**config.mk**
```make
export PLATFORM = sky130hd
export DESIGN_NAME = score_bcd_keeper
export DESIGN_NICKNAME = d
export VERILOG_FILES = /design/src/rtl/score_bcd_keeper_pkg.sv /design/src/rtl/score_bcd_keeper_bin2bcd.sv /design/src/rtl/score_bcd_keeper.sv
export SDC_FILE = /design/constraint.sdc
export NUM_CORES = 1
export LEC_CHECK = 0
export BUFFER_PORTS_ARGS = -buffer_cell sky130_fd_sc_hd__buf_2
export CORE_ASPECT_RATIO = 1.4
export CORE_MARGIN = 1
export CORE_UTILIZATION = 45
export CTS_BUF_LIST = sky130_fd_sc_hd__clkbuf_2 sky130_fd_sc_hd__clkbuf_4 sky130_fd_sc_hd__clkbuf_8
export DETAILED_ROUTE_END_ITERATION = 6
export PLACE_DENSITY = 0.67
export SYNTH_ARGS = -nofsm -noshare
export SYNTH_HDL_FRONTEND = slang
export SYNTH_SLANG_ARGS = --single-unit
```
**constraint.sdc**
```tcl
create_clock -name iClk -period 4.19 [get_ports iClk]
set_clock_uncertainty 0.05 [all_clocks]
set_input_delay 0.6285 -clock iClk [delete_from_list [all_inputs] [get_ports iClk]]
set_output_delay 0.6285 -clock iClk [all_outputs]
set_load 0.1 [all_outputs]
```
**src/rtl/score_bcd_keeper_pkg.sv**
```systemverilog
// Shared types and constants for the BCD score keeper and its converter.
package score_pkg;
    localparam int         BCD_W    = 4;
    localparam logic [3:0] BCD_NINE = 4'd9;

    typedef enum logic [1:0] {IDLE, CONV, ADD, COMMIT} state_t;
endpackage

```
**src/rtl/score_bcd_keeper_bin2bcd.sv**
```systemverilog
// Iterative double-dabble converter: one shift/adjust step per clock, POINT_W steps per award.
module bin2bcd_serial
    import score_pkg::*;
#(
    parameter int POINT_W   = 8,
    parameter int PT_DIGITS = 3
) (
    input  logic                         iClk,
    input  logic                         iReset,
    input  logic                         iAbort,
    input  logic                         iStart,
    input  logic [POINT_W-1:0]           iBin,
    output logic                         oDone,
    output logic [BCD_W*PT_DIGITS-1:0]   oBcd
);
    localparam int ACC_W = BCD_W * PT_DIGITS;
    localparam int CNT_W = $clog2(POINT_W + 1);

    logic [POINT_W-1:0] r_bin;
    logic [ACC_W-1:0]   r_acc;
    logic [CNT_W-1:0]   r_cnt;
    logic               r_busy;
    logic [ACC_W-1:0]   w_adj;

    always_comb begin
        w_adj = r_acc;
        for (int d = 0; d < PT_DIGITS; d++) begin
            if (w_adj[BCD_W*d +: BCD_W] >= 4'd5)
                w_adj[BCD_W*d +: BCD_W] = w_adj[BCD_W*d +: BCD_W] + 4'd3;
        end
    end

    // oDone marks the edge that performs the final step, so the result is registered right after it.
    assign oDone = r_busy && (r_cnt == CNT_W'(POINT_W - 1));
    assign oBcd  = r_acc;

    always_ff @(posedge iClk or posedge iReset) begin
        if (iReset) begin
            r_bin  <= '0;
            r_acc  <= '0;
            r_cnt  <= '0;
            r_busy <= 1'b0;
        end else if (iAbort) begin
            r_busy <= 1'b0;
        end else if (iStart) begin
            r_bin  <= iBin;
            r_acc  <= '0;
            r_cnt  <= '0;
            r_busy <= 1'b1;
        end else if (r_busy) begin
            r_acc <= {w_adj[ACC_W-2:0], r_bin[POINT_W-1]};
            r_bin <= {r_bin[POINT_W-2:0], 1'b0};
            r_cnt <= r_cnt + 1'b1;
            if (oDone)
                r_busy <= 1'b0;
        end
    end
endmodule

```
**src/rtl/score_bcd_keeper.sv**
```systemverilog
// Player/high score keeper in packed BCD: serial award conversion, digit-serial add, saturation, show flags.
module score_bcd_keeper
    import score_pkg::*;
#(
    parameter int NUM_DIGITS = 5,
    parameter int POINT_W    = 8,
    parameter int PT_DIGITS  = 3
) (
    input  logic                        iClk,
    input  logic                        iReset,
    input  logic                        iAddValid,
    input  logic [POINT_W-1:0]          iAddPoints,
    output logic                        oAddReady,
    input  logic                        iClear,
    input  logic                        iGameOver,
    output logic [BCD_W*NUM_DIGITS-1:0] oScoreDigits,
    output logic [NUM_DIGITS-1:0]       oScoreShow,
    output logic [BCD_W*NUM_DIGITS-1:0] oHiDigits,
    output logic [NUM_DIGITS-1:0]       oHiShow,
    output logic                        oSaturated
);
    localparam int SC_W  = BCD_W * NUM_DIGITS;
    localparam int IDX_W = $clog2(NUM_DIGITS);
    localparam logic [SC_W-1:0] ALL_NINES = {NUM_DIGITS{BCD_NINE}};

    state_t                       r_state, w_next;
    logic [SC_W-1:0]              r_score, r_shadow, r_hi;
    logic                         r_sat, r_carry;
    logic [IDX_W-1:0]             r_idx;
    logic                         w_accept, w_conv_done, w_last_digit, w_cout;
    logic [BCD_W*PT_DIGITS-1:0]   w_conv_bcd;
    logic [SC_W-1:0]              w_addend, w_commit_score, w_hi_cand;
    logic [BCD_W-1:0]             w_a, w_b, w_digit;
    logic [BCD_W:0]               w_sum;

    bin2bcd_serial #(.POINT_W(POINT_W), .PT_DIGITS(PT_DIGITS)) u_conv (
        .iClk   (iClk),
        .iReset (iReset),
        .iAbort (iClear),
        .iStart (w_accept),
        .iBin   (iAddPoints),
        .oDone  (w_conv_done),
        .oBcd   (w_conv_bcd)
    );

    assign w_accept     = iAddValid && (r_state == IDLE) && !iClear;
    assign w_last_digit = (r_idx == IDX_W'(NUM_DIGITS - 1));
    assign w_addend     = SC_W'(w_conv_bcd);

    always_ff @(posedge iClk or posedge iReset) begin
        if (iReset) r_state <= IDLE;
        else        r_state <= w_next;
    end

    always_comb begin
        w_next = r_state;
        case (r_state)
            IDLE:    if (iAddValid)    w_next = CONV;
            CONV:    if (w_conv_done)  w_next = ADD;
            ADD:     if (w_last_digit) w_next = COMMIT;
            COMMIT:                    w_next = IDLE;
            default:                   w_next = IDLE;
        endcase
        if (iClear) w_next = IDLE;
    end

    always_comb begin
        oAddReady = (r_state == IDLE);
    end

    // Digit-serial BCD add: select the current digit of score and addend, correct sums above nine.
    always_comb begin
        w_a = '0;
        w_b = '0;
        for (int i = 0; i < NUM_DIGITS; i++) begin
            if (r_idx == IDX_W'(i)) begin
                w_a = r_score[BCD_W*i +: BCD_W];
                w_b = w_addend[BCD_W*i +: BCD_W];
            end
        end
        w_sum = {1'b0, w_a} + {1'b0, w_b} + {{BCD_W{1'b0}}, r_carry};
        if (w_sum > 5'd9) begin
            w_digit = BCD_W'(w_sum - 5'd10);
            w_cout  = 1'b1;
        end else begin
            w_digit = w_sum[BCD_W-1:0];
            w_cout  = 1'b0;
        end
    end

    assign w_commit_score = r_carry ? ALL_NINES : r_shadow;
    // A game-over landing on a commit must see the committed score; a clear never hides the old score.
    assign w_hi_cand = ((r_state == COMMIT) && !iClear) ? w_commit_score : r_score;

    always_ff @(posedge iClk or posedge iReset) begin
        if (iReset) begin
            r_idx    <= '0;
            r_carry  <= 1'b0;
            r_shadow <= '0;
        end else if (r_state == CONV && w_conv_done) begin
            r_idx    <= '0;
            r_carry  <= 1'b0;
        end else if (r_state == ADD) begin
            r_idx   <= r_idx + 1'b1;
            r_carry <= w_cout;
            for (int i = 0; i < NUM_DIGITS; i++) begin
                if (r_idx == IDX_W'(i))
                    r_shadow[BCD_W*i +: BCD_W] <= w_digit;
            end
        end
    end

    always_ff @(posedge iClk or posedge iReset) begin
        if (iReset) begin
            r_score <= '0;
            r_sat   <= 1'b0;
        end else if (iClear) begin
            r_score <= '0;
            r_sat   <= 1'b0;
        end else if (r_state == COMMIT) begin
            r_score <= w_commit_score;
            if (r_carry) r_sat <= 1'b1;
        end
    end

    always_ff @(posedge iClk or posedge iReset) begin
        if (iReset)
            r_hi <= '0;
        else if (iGameOver && (w_hi_cand > r_hi))
            r_hi <= w_hi_cand;
    end

    // show[i] is set when any digit at or above position i is nonzero; the ones digit is always shown.
    always_comb begin
        logic w_any_s, w_any_h;
        w_any_s = 1'b0;
        w_any_h = 1'b0;
        for (int i = NUM_DIGITS - 1; i >= 0; i--) begin
            w_any_s       = w_any_s | (r_score[BCD_W*i +: BCD_W] != '0);
            w_any_h       = w_any_h | (r_hi[BCD_W*i +: BCD_W] != '0);
            oScoreShow[i] = w_any_s;
            oHiShow[i]    = w_any_h;
        end
        oScoreShow[0] = 1'b1;
        oHiShow[0]    = 1'b1;
    end

    assign oScoreDigits = r_score;
    assign oHiDigits    = r_hi;
    assign oSaturated   = r_sat;
endmodule

```
### Word-level counts from Yosys, hierarchy flattened

Cells that the tools add are included.

| storage, ports and cells | value |
|---|---|
| register bits after elaboration | 92 |
| latch bits | 0 |
| RAM bits | 0 |
| memory bits (read-only) | 0 |
| input port bits | 13 |
| output and inout bits | 52 |
| word-level logic and storage cells | 117 |
| memories kept | 0 |

| operators by class | value |
|---|---|
| add/sub/neg operators | 8 |
| multiply operators | 0 |
| divide/modulo/power cells | 0 |
| magnitude comparators | 5 |
| equal/unequal tests | 11 |
| shifts and indexed selects | 0 |
| mux-type cells | 41 |
| bitwise operators | 8 |
| reductions and logical operators | 29 |

Operators with widths:

| operator | count |
|---|---|
| $mux W20 | 4 |
| $mux W4 | 15 |
| $reduce_bool A4 Y1 | 8 |
| $mux W12 | 2 |
| $gt A20 B20 Y1 | 1 |
| $reduce_and A3 Y1 | 6 |
| $mux W8 | 2 |
| $ge A4 B3 Y1 const B | 3 |
| $mux W1 | 10 |
| $mux W3 | 3 |
| $add A4 B2 Y4 const B | 2 |
| $mux W2 | 4 |
| $pmux W2 S4 | 1 |
| $reduce_bool A2 Y1 | 4 |
| $eq A3 B2 Y1 const B | 2 |
| $logic_and A1 B1 Y1 | 6 |
| $ne A3 B3 Y1 const B | 2 |
| $or A1 B1 Y1 | 6 |
| $add A4 B4 Y5 | 1 |
| $add A5 B1 Y5 | 1 |
| $gt A5 B4 Y1 const B | 1 |
| $add A4 B1 Y4 const B | 1 |
| $eq A2 B2 Y1 const B | 2 |
| $eq A4 B3 Y1 const B | 1 |
| 12 further kinds | 14 |

### Logic depth before layout (Yosys ltp)

Gate-level depths: netlist of run 1.

| logic depth | value |
|---|---|
| depth in word-level cells | 12 |
| depth in mapped cells | 18 |
| mapped depth without buffers | 17 |

### Hierarchy

Synthesis of run 1 repeated with hierarchy kept, for this count alone.

| unflattened totals | value |
|---|---|
| cells, all modules | 688 |
| area total of the unflattened synthesis | 6193.4 µm² |

By module, submodules not included:

| module | times used | cells each | area each (µm²) |
|---|---|---|---|
| score_bcd_keeper | 1 | 558 | 4829.6 |
| bin2bcd_serial | 1 | 130 | 1363.8 |

### Worst setup path after synthesis of run 1

No wires, ideal clock.

| path | value |
|---|---|
| path type | reg2out |
| start point | register r_hi[16], in the netlist oHiDigits[16] |
| end point | output port oHiShow[1] |
| data arrival time | 3.394 ns |
| data required time | 3.512 ns |
| setup slack | 0.118 ns |
| stages on the path, launching flop included | 4 |
| path buffers | 0 |
| cells stage by stage | dfrtp_1 nor4_1 nand3_1 nand4b_1 |

| on the way | value |
|---|---|
| longest elaborated chain between the ends | 4 |

Ends and longest elaborated chain:

| what | RTL line | text |
|---|---|---|
| start, declared | score_bcd_keeper.sv:27 | `logic [SC_W-1:0] r_score, r_shadow, r_hi;` |
| start signal, assigned | score_bcd_keeper.sv:130 | `r_hi <= w_hi_cand;` |
| $reduce_bool A4 Y1 | score_bcd_keeper.sv:140 | `w_any_h = w_any_h \| (r_hi[BCD_W*i +: BCD_W] != '0);` |
| $or A1 B1 Y1 (2 in a row) | score_bcd_keeper.sv:140 |  |
| via oHiShow[2] | score_bcd_keeper.sv:19 | `output logic [NUM_DIGITS-1:0] oHiShow,` |
| $or A1 B1 Y1 | score_bcd_keeper.sv:140 |  |
| end, declared | score_bcd_keeper.sv:19 |  |

The timed path passes the listed nets, and every way through them passes these cells.

### Worst setup path after layout of run 1

| path | value |
|---|---|
| start point | register r_idx[0] |
| end point | register r_shadow[19] |

| on the way | value |
|---|---|
| longest elaborated chain between the ends | 10 |

Ends and longest elaborated chain:

| what | RTL line | text |
|---|---|---|
| start, declared | score_bcd_keeper.sv:29 | `logic [IDX_W-1:0] r_idx;` |
| start signal, assigned | score_bcd_keeper.sv:104 | `r_idx <= r_idx + 1'b1;` |
| $logic_not A3 Y1 | score_bcd_keeper.sv:76 | `if (r_idx == IDX_W'(i)) begin` |
| $mux W4 (5 in a row) | score_bcd_keeper.sv:76 |  |
| $add A4 B4 Y5 | score_bcd_keeper.sv:81 | `w_sum = {1'b0, w_a} + {1'b0, w_b} + {{BCD_W{1'b0}}, r_carry};` |
| $add A5 B1 Y5 | score_bcd_keeper.sv:81 |  |
| $sub A4 B4 Y4 or $gt A5 B4 Y1 (tied branches) | score_bcd_keeper.sv:83, score_bcd_keeper.sv:82 |  |
| $mux W4 | score_bcd_keeper.sv:82 | `if (w_sum > 5'd9) begin` |
| end signal, assigned by index | score_bcd_keeper.sv:108 | `r_shadow[BCD_W*i +: BCD_W] <= w_digit;` |
| end, declared | score_bcd_keeper.sv:27 |  |

Several ways; a longest one is shown, not always the timed one.
A chain may end at the register's enable or synchronous reset.

==> results.py, run 1 <==
metrics = {
    "status": {
        "status": "complete, no violations",
    },
    "floorplan": {
        "coreArea_mm2": 0.0119,
        "die_w_um": 95.9,
        "initial_utilization_pct": 46.5,
        "ios": 65,
        "die-area_mm2": 0.0128,
        "chipHeight_um": 133,
        "rows": 47,
    },
    "route": {
        "dr.pass1.iters": 5,
        "vias_per_cell": 5.57,
        "drt-initial-drc-count": 183,
        "avgRoutedWirePerCell_um": 16.1,
        "drt_wl_total_um": 13000,
        "vias": 4489,
        "drc": 0,
        "postRouteAntennaNets": 0,
    },
    "grt": {
        "grt_pass1_wl_um": 21300,
        "track_usage_pct": 21.5,
        "grt_max_degree": 62,
        "antenna_found_initial": 0,
        "grt_pass1_vias": 4360,
        "grt-ovfl-total": 0,
    },
    "clocking": {
        "clkLatencyLatePin_ns": 0.37,
        "path_clk_slew_ns": 0.09,
        "cts_max_level": 3,
        "root_buffer": "clkbuf_8",
        "cts_sinks": 92,
        "cts_buffer_depth": 2,
        "cts_inserted_buffers": 9,
        "hold_buffers": 0,
        "cts_tree": "done",
    },
    "worst_setup_path": {
        "cp.required_ns": 4.36,
        "max_stage_delay_ns": 0.55,
        "slowest_stage": "a2111oi_0",
        "path_max_fanout": 12,
        "crit_type": "register to register",
        "cp-endpoint": "r_shadow[19]",
        "r2r-start": "r_idx[0]",
        "critPathLaunch": "r_idx[0]",
        "r2r_slack_ns": 0.32,
        "worstPathArrival_ns": 4.04,
        "critical_path.most_common_cell": "inv_1",
        "end_kind": "register",
        "crit_family": "adder cells",
        "ff2ff_path_depth": 15,
        "reg2reg_to": "r_shadow[19]",
        "start_kind": "register",
        "cp_num_buf_inv": 3,
        "cp.depth": 15,
        "crit_chain": "inv_1 > ha_2 > nand2_1 > nor2_1 > a211oi_1 > a2111oi_0 > fa_1 > inv_1 > fa_1 > xor2_1 > ha_1 > inv_1 > and2_1 > o21ai_1 > o21ai_0",
    },
    "timing": {
        "slew-limit-headroom_pct": 28.8,
        "final.period_utilization_pct": 92.4,
        "finalMaxSlewViolations": 0,
        "fmax_mhz": 258,
        "setup_violations": 0,
        "hold_viol_final": 0,
        "setup_tns_ns": 0,
        "period_needed_ns": 3.87,
        "tightest_slew_ns": 1.07,
        "timing.hold.ws_ns": 0.410,
        "rsz0062_at_grt": "false",
    },
    "cells_and_area": {
        "nFillCells": 1149,
        "stdcell_area_mm2": 0.00615,
        "antenna-diode-count": 0,
        "nets": 710,
        "drive_above_1_share_pct": 18.1,
        "syn_to_final_growth_pct": 10.9,
        "fin_cells": 806,
    },
    "synthesis": {
        "synth_edf_count": 0,
        "async_reset_ff_share_pct": 100,
        "syn_inst": 607,
        "synth_seq_cells": 92,
        "yosysWarnings": 0,
        "yosysSeqAreaShare_pct": 41.5,
        "syn-cell-area_mm2": 0.00555,
        "synth_cell_type_count": 50,
        "synth_flop_cell": "dfrtp_1",
        "synth_area_per_cell_um2": 9.14,
    },
    "placement": {
        "gp_congestion": 0.951,
        "dpl_cell_area_mm2": 0.00594,
        "dp.cells": 790,
        "dp_hpwl_um": 9670,
        "io_buffer_count": 62,
    },
    "run": {
        "maxCapViolCount": 0,
    },
    "hold_path": {
        "worstHoldStart": "iAddPoints[0]",
        "hold_path_class": "input port to register",
    },
    "power_and_ir_drop": {
        "cellLeakagePower_nw": 2.95,
        "peakVddDrop_uv": 526,
        "p_total_mw": 4.51,
        "power_density_mw_per_mm2": 733,
    },
}
==> cell type report <==
cell class	count	area [um2]	area share (%)
multi-input combinational	445	2980	48.4
sequential	92	2300	37.4
timing repair buffer	67	348	5.65
tap	147	184	2.99
clock buffer	12	165	2.68
inverter	39	148	2.40
clock inverter	4	31.3	0.508
==> worst min-delay path, stage by stage <==
cell and delay, ns:
buf_2 0.07, nand2_1 0.03, o21ai_0 0.05
==> Yosys cell counts (all sizes together), types with 3 or more instances <==
cell type / count / area [um2]
a211oi: 13 / 97.6
a21oi: 47 / 243
a221o: 8 / 80.1
a22oi: 3 / 22.5
and4: 5 / 43.8
buf: 9 / 60.1
clkbuf: 23 / 86.3
dfrtp: 92 / 2300
ha: 41 / 513
inv: 39 / 146
mux2: 25 / 353
mux2i: 4 / 40.0
nand2: 77 / 289
nand2b: 27 / 169
nand3: 14 / 75.1
nand3b: 14 / 105
nor2: 55 / 206
nor2b: 5 / 31.3
nor3: 5 / 25.0
nor4: 7 / 43.8
o21ai: 59 / 295
xnor2: 7 / 68.8
xor2: 3 / 26.3
==> report_power, final <==
group	internal [mW]	total [mW]	leakage, nW	switching, mW
combinational	0.730	2.66	1.60	1.93
clock	0.268	0.599	0.103	0.330
sequential	1.05	1.26	1.26	0.203
==> per-stage QoR <==
step / setup WS [ns] / utilization (%)
floorplan: 0.118 / -
global placement: 0.334 / 49.8
detailed placement: 0.159 / 49.8
CTS: 0.136 / 51.4
global route: 0.00128 / 51.5
finish: 0.319 / 51.5
==> cells by family after synthesis <==
| family | after synthesis | synth area share (%) |
|---|---|---|
| muxes | 29 | 7.08 |
| xor gates and xnor gates | 10 | 1.71 |
| AOI/OAI and AO/OA | 142 | 15.3 |
| other | 1 | 0.0676 |
| adders and majority gates | 43 | 9.97 |
| buffers and inverters | 71 | 5.28 |
| DFF | 92 | 41.5 |
| and+or+nand+nor | 219 | 19.1 |
==> cell usage in the layout, fill, tap and decap left out, types with 4 or more instances in the layout <==
cell	Yosys	final
inv_1	39	38
nor4_1	7	7
xnor2_1	6	5
nor3_1	5	5
ha_2	0	4
ha_1	41	37
o21ai_0	55	55
nand3b_1	14	14
a211oi_1	13	13
buf_2	3	62
o21ai_1	4	4
mux2i_1	4	4
a221o_1	8	8
nand2_1	77	77
nor2_1	55	55
dfrtp_1	92	92
nand2b_1	27	27
buf_4	2	5
nor2b_1	5	5
a21oi_1	45	45
mux2_2	6	6
mux2_4	19	19
nand3_1	13	13
clkbuf_8	0	12
and4_1	5	5
==> worst min path at each step <==
| stage | end | slack [ns] | cells after the start |
|---|---|---|---|
| final | u_conv.r_bin[0] | 0.41 | 3 |
| after floorplan | r_shadow[11] | 0.40 | 2 |
| after CTS | u_conv.r_bin[0] | 0.40 | 3 |
| after detailed placement | r_shadow[11] | 0.43 | 2 |
| after global routing | u_conv.r_bin[0] | 0.42 | 3 |
| after global placement | r_shadow[19] | 0.41 | 2 |
==> per-layer routing <==
metal | share of wire (%) | GRT usage (%) | vias up
met3 | 2.7 | 3.42 | 22
met1 | 42 | 25.0 | 2171
met5 | 0 | 0 | -
met2 | 53 | 38.7 | 104
li1 | - | - | 2192
met4 | 2.8 | 8.04 | 0
==> sequential cells by signal (all words and copies together), names as in the netlist <==
name / cells
u_conv.r_busy: 1
u_conv.r_cnt: 4
r_state: 2
oScoreDigits: 20
r_carry: 1
oHiDigits: 20
r_idx: 3
u_conv.r_bin: 8
oSaturated: 1
r_shadow: 20
u_conv.oBcd: 12
==> repair_timing <==
item / CTS / global route
resized for setup: 0 / 5
setup buffers: 0 / 0
endpoints found under the setup margin: 0 / 15
(Power assumes the default switching activity.)
==> run 2: changes to the inputs <==
--- a/config.mk
+++ b/config.mk
@@ -11,7 +11,7 @@
 export CORE_UTILIZATION = 45
 export CTS_BUF_LIST = sky130_fd_sc_hd__clkbuf_2 sky130_fd_sc_hd__clkbuf_4 sky130_fd_sc_hd__clkbuf_8
 export DETAILED_ROUTE_END_ITERATION = 6
-export PLACE_DENSITY = 0.67
+export PLACE_DENSITY = 0.7
 export SYNTH_ARGS = -nofsm -noshare
 export SYNTH_HDL_FRONTEND = slang
 export SYNTH_SLANG_ARGS = --single-unit
==> constraint.sdc (replaced) <==
create_clock -name iClk -period 3.1 [get_ports iClk]
set_clock_uncertainty 0.05 [all_clocks]
set_input_delay 0.465 -clock iClk [delete_from_list [all_inputs] [get_ports iClk]]
set_output_delay 0.465 -clock iClk [all_outputs]
set_load 0.1 [all_outputs]
==> run 2 against run 1 <==
The run now ends with setup timing left. Via count grew 3.4%. Routed wire length grew 4.9%. Worst hold slack lost 0.28 ns. Maximum frequency grew 18%. Largest power group unchanged. Non-clock buffer count grew 43.
==> results.py, run 2 (same netlist as run 1, synthesis figures left out) <==
metrics = {
    "status": {
        "status": "complete, but fails checks",
        "violations": "setup timing",
    },
    "grt": {
        "grt_pass1_wl_um": 22000,
        "grt_pass1_vias": 4640,
        "grt_max_degree": 93,
        "grt-ovfl-total": 0,
        "antenna_found_initial": 0,
        "track_usage_pct": 22.3,
    },
    "timing": {
        "setup_violations": 15,
        "rsz0062_at_grt": "true",
        "tightest_slew_ns": 0.993,
        "fmax_mhz": 306,
        "fin_ws_ns": -0.169,
        "hold_viol_final": 0,
        "period_needed_ns": 3.27,
        "final.period_utilization_pct": 105,
        "slew-limit-headroom_pct": 33.8,
        "finalMaxSlewViolations": 0,
    },
    "cells_and_area": {
        "nets": 753,
        "syn_to_final_growth_pct": 21.6,
        "fin_cells": 849,
        "regArea_mm2": 0.00231,
        "drive_above_1_share_pct": 28.3,
        "final_cell_mix": "dfrtp_1 (85), nand2_1 (77), buf_2 (62), nor2_1 (54), a21oi_1 (43)",
        "multi_input_area_mm2": 0.00314,
        "antenna-diode-count": 0,
        "nFillCells": 1040,
        "final_common_cell": "dfrtp_1",
    },
    "clocking": {
        "cts_buffer_depth": 2,
        "cts_max_level": 3,
        "clkLatencyLatePin_ns": 0.37,
        "path_clk_slew_ns": 0.09,
        "cts_sinks": 92,
        "cts_inserted_buffers": 9,
        "cts_tree": "done",
        "hold_buffers": 0,
        "root_buffer": "clkbuf_8",
    },
    "route": {
        "postRouteAntennaNets": 0,
        "vias_per_cell": 5.47,
        "drt-initial-drc-count": 166,
        "vias": 4642,
        "drc": 0,
        "avgRoutedWirePerCell_um": 16.1,
        "dr.pass1.iters": 5,
        "drt_wl_total_um": 13600,
    },
    "floorplan": {
        "chipHeight_um": 133,
        "rows": 47,
        "initial_utilization_pct": 46.5,
        "ios": 65,
        "coreArea_mm2": 0.0119,
        "die_w_um": 95.9,
        "die-area_mm2": 0.0128,
    },
    "placement": {
        "io_buffer_count": 62,
        "dp_hpwl_um": 9970,
        "gp_congestion": 0.881,
        "dp.cells": 826,
        "post-place-ws_ns": -0.281,
    },
    "worst_setup_path": {
        "end_kind": "register",
        "crit_chain": "inv_2 > ha_4 > buf_4 > nor2_2 > a211oi_4 > a2111oi_4 > buf_4 > fa_2 > inv_2 > fa_2 > xor2_2 > ha_2 > inv_2 > a31oi_4 > mux2_4 > o21ai_2",
        "max_stage_delay_ns": 0.40,
        "cp.required_ns": 3.34,
        "cp_num_buf_inv": 5,
        "path_max_fanout": 7,
        "crit_family": "adder cells",
        "crit_type": "register to register",
        "slowest_stage": "dfrtp_1",
        "critical_path.most_common_cell": "inv_2",
        "start_kind": "register",
        "worstPathArrival_ns": 3.51,
    },
    "power_and_ir_drop": {
        "peakVddDrop_uv": 838,
        "cellLeakagePower_nw": 3.23,
        "power_density_mw_per_mm2": 1010,
    },
    "run": {
        "maxCapViolCount": 0,
    },
    "hold_path": {
        "hold_path_class": "input port to asynchronous set/reset pin",
    },
}
[run 2: cell types whose count changed in the layout (fill, tap and decap cells not counted), moves of 4 or more]
cell,previous run,this run
buf_4,5,40
inv_2,0,4
o21ai_1,4,12
dfrtp_1,92,85
o21ai_0,55,36
inv_1,38,34
o21ai_2,0,11
dfrtp_2,0,7
buf_12,0,5
[run 2: where the power goes]
| part | switching (mW) | internal (mW) |
|---|---|---|
| registers | 0.213 | 1.43 |
| clock network | 0.445 | 0.406 |
| logic | 2.86 | 1.43 |
[run 2: metrics by stage]
step	power [mW]	TNS [ns]	util [%]	hold WS [ns]	instance area [um2]
floorplan	4.83	-1.64	-	0.401	5690
global placement	5.74	-1.05	53.3	0.413	6370
detailed placement	5.83	-3.55	53.3	0.426	6370
CTS	6.75	-1.76	55.7	0.151	6660
global route	7.18	-4.90	56.5	0.180	6750
finish	6.79	-1.73	56.5	0.130	6750
[run 2: worst paths after layout]
check / startpoint / endpoint / slack (ns) / cells after the start
hold reg to reg: r_shadow[19] / r_shadow[19] / 0.44 / 2
setup / recovery: r_idx[1] / r_shadow[10] / -0.17 / 16
min in group iClk: iAddPoints[0] / u_conv.r_bin[0] / 0.26 / 3
max in group asynchronous: iReset / oScoreDigits[8] / 2.47 / 3
setup reg to reg: r_idx[1] / r_shadow[10] / -0.17 / 16
hold / removal: iReset / oSaturated / 0.13 / 3
[run 2: metal layers]
| metal | GRT usage, % | part of all wire [%] |
|---|---|---|
| met1 | 25.7 | 41 |
| met2 | 40.8 | 53 |
| met3 | 3.37 | 3.6 |
| met4 | 7.79 | 2.3 |
| met5 | 0 | 0 |
[run 2: area by class of cell]
class / count / share of cell area, %
multi-input combinational: 445 / 46.6
sequential: 92 / 34.3
timing repair buffer: 110 / 11.2
tap: 147 / 2.73
inverter: 39 / 2.19
clock buffer: 11 / 2.15
clock inverter: 5 / 0.872
[run 2: repair_timing]
action,4_1_cts,5_1_grt
endpoints found under the setup margin,16,35
gates resized for setup,18,18
gates cloned,0,1
buffers inserted,3,3
pin swaps,13,10
[run 2: worst reg2reg max path: stages, from the launching register on]
cell and delay, ns:
dfrtp_1 0.40, inv_2 0.08, ha_4 0.19, buf_4 0.14, nor2_2 0.16, a211oi_4 0.06, a2111oi_4 0.20, buf_4 0.17
fa_2 0.21, inv_2 0.04, fa_2 0.38, xor2_2 0.19, ha_2 0.21, inv_2 0.05, a31oi_4 0.19, mux2_4 0.36
o21ai_2 0.12
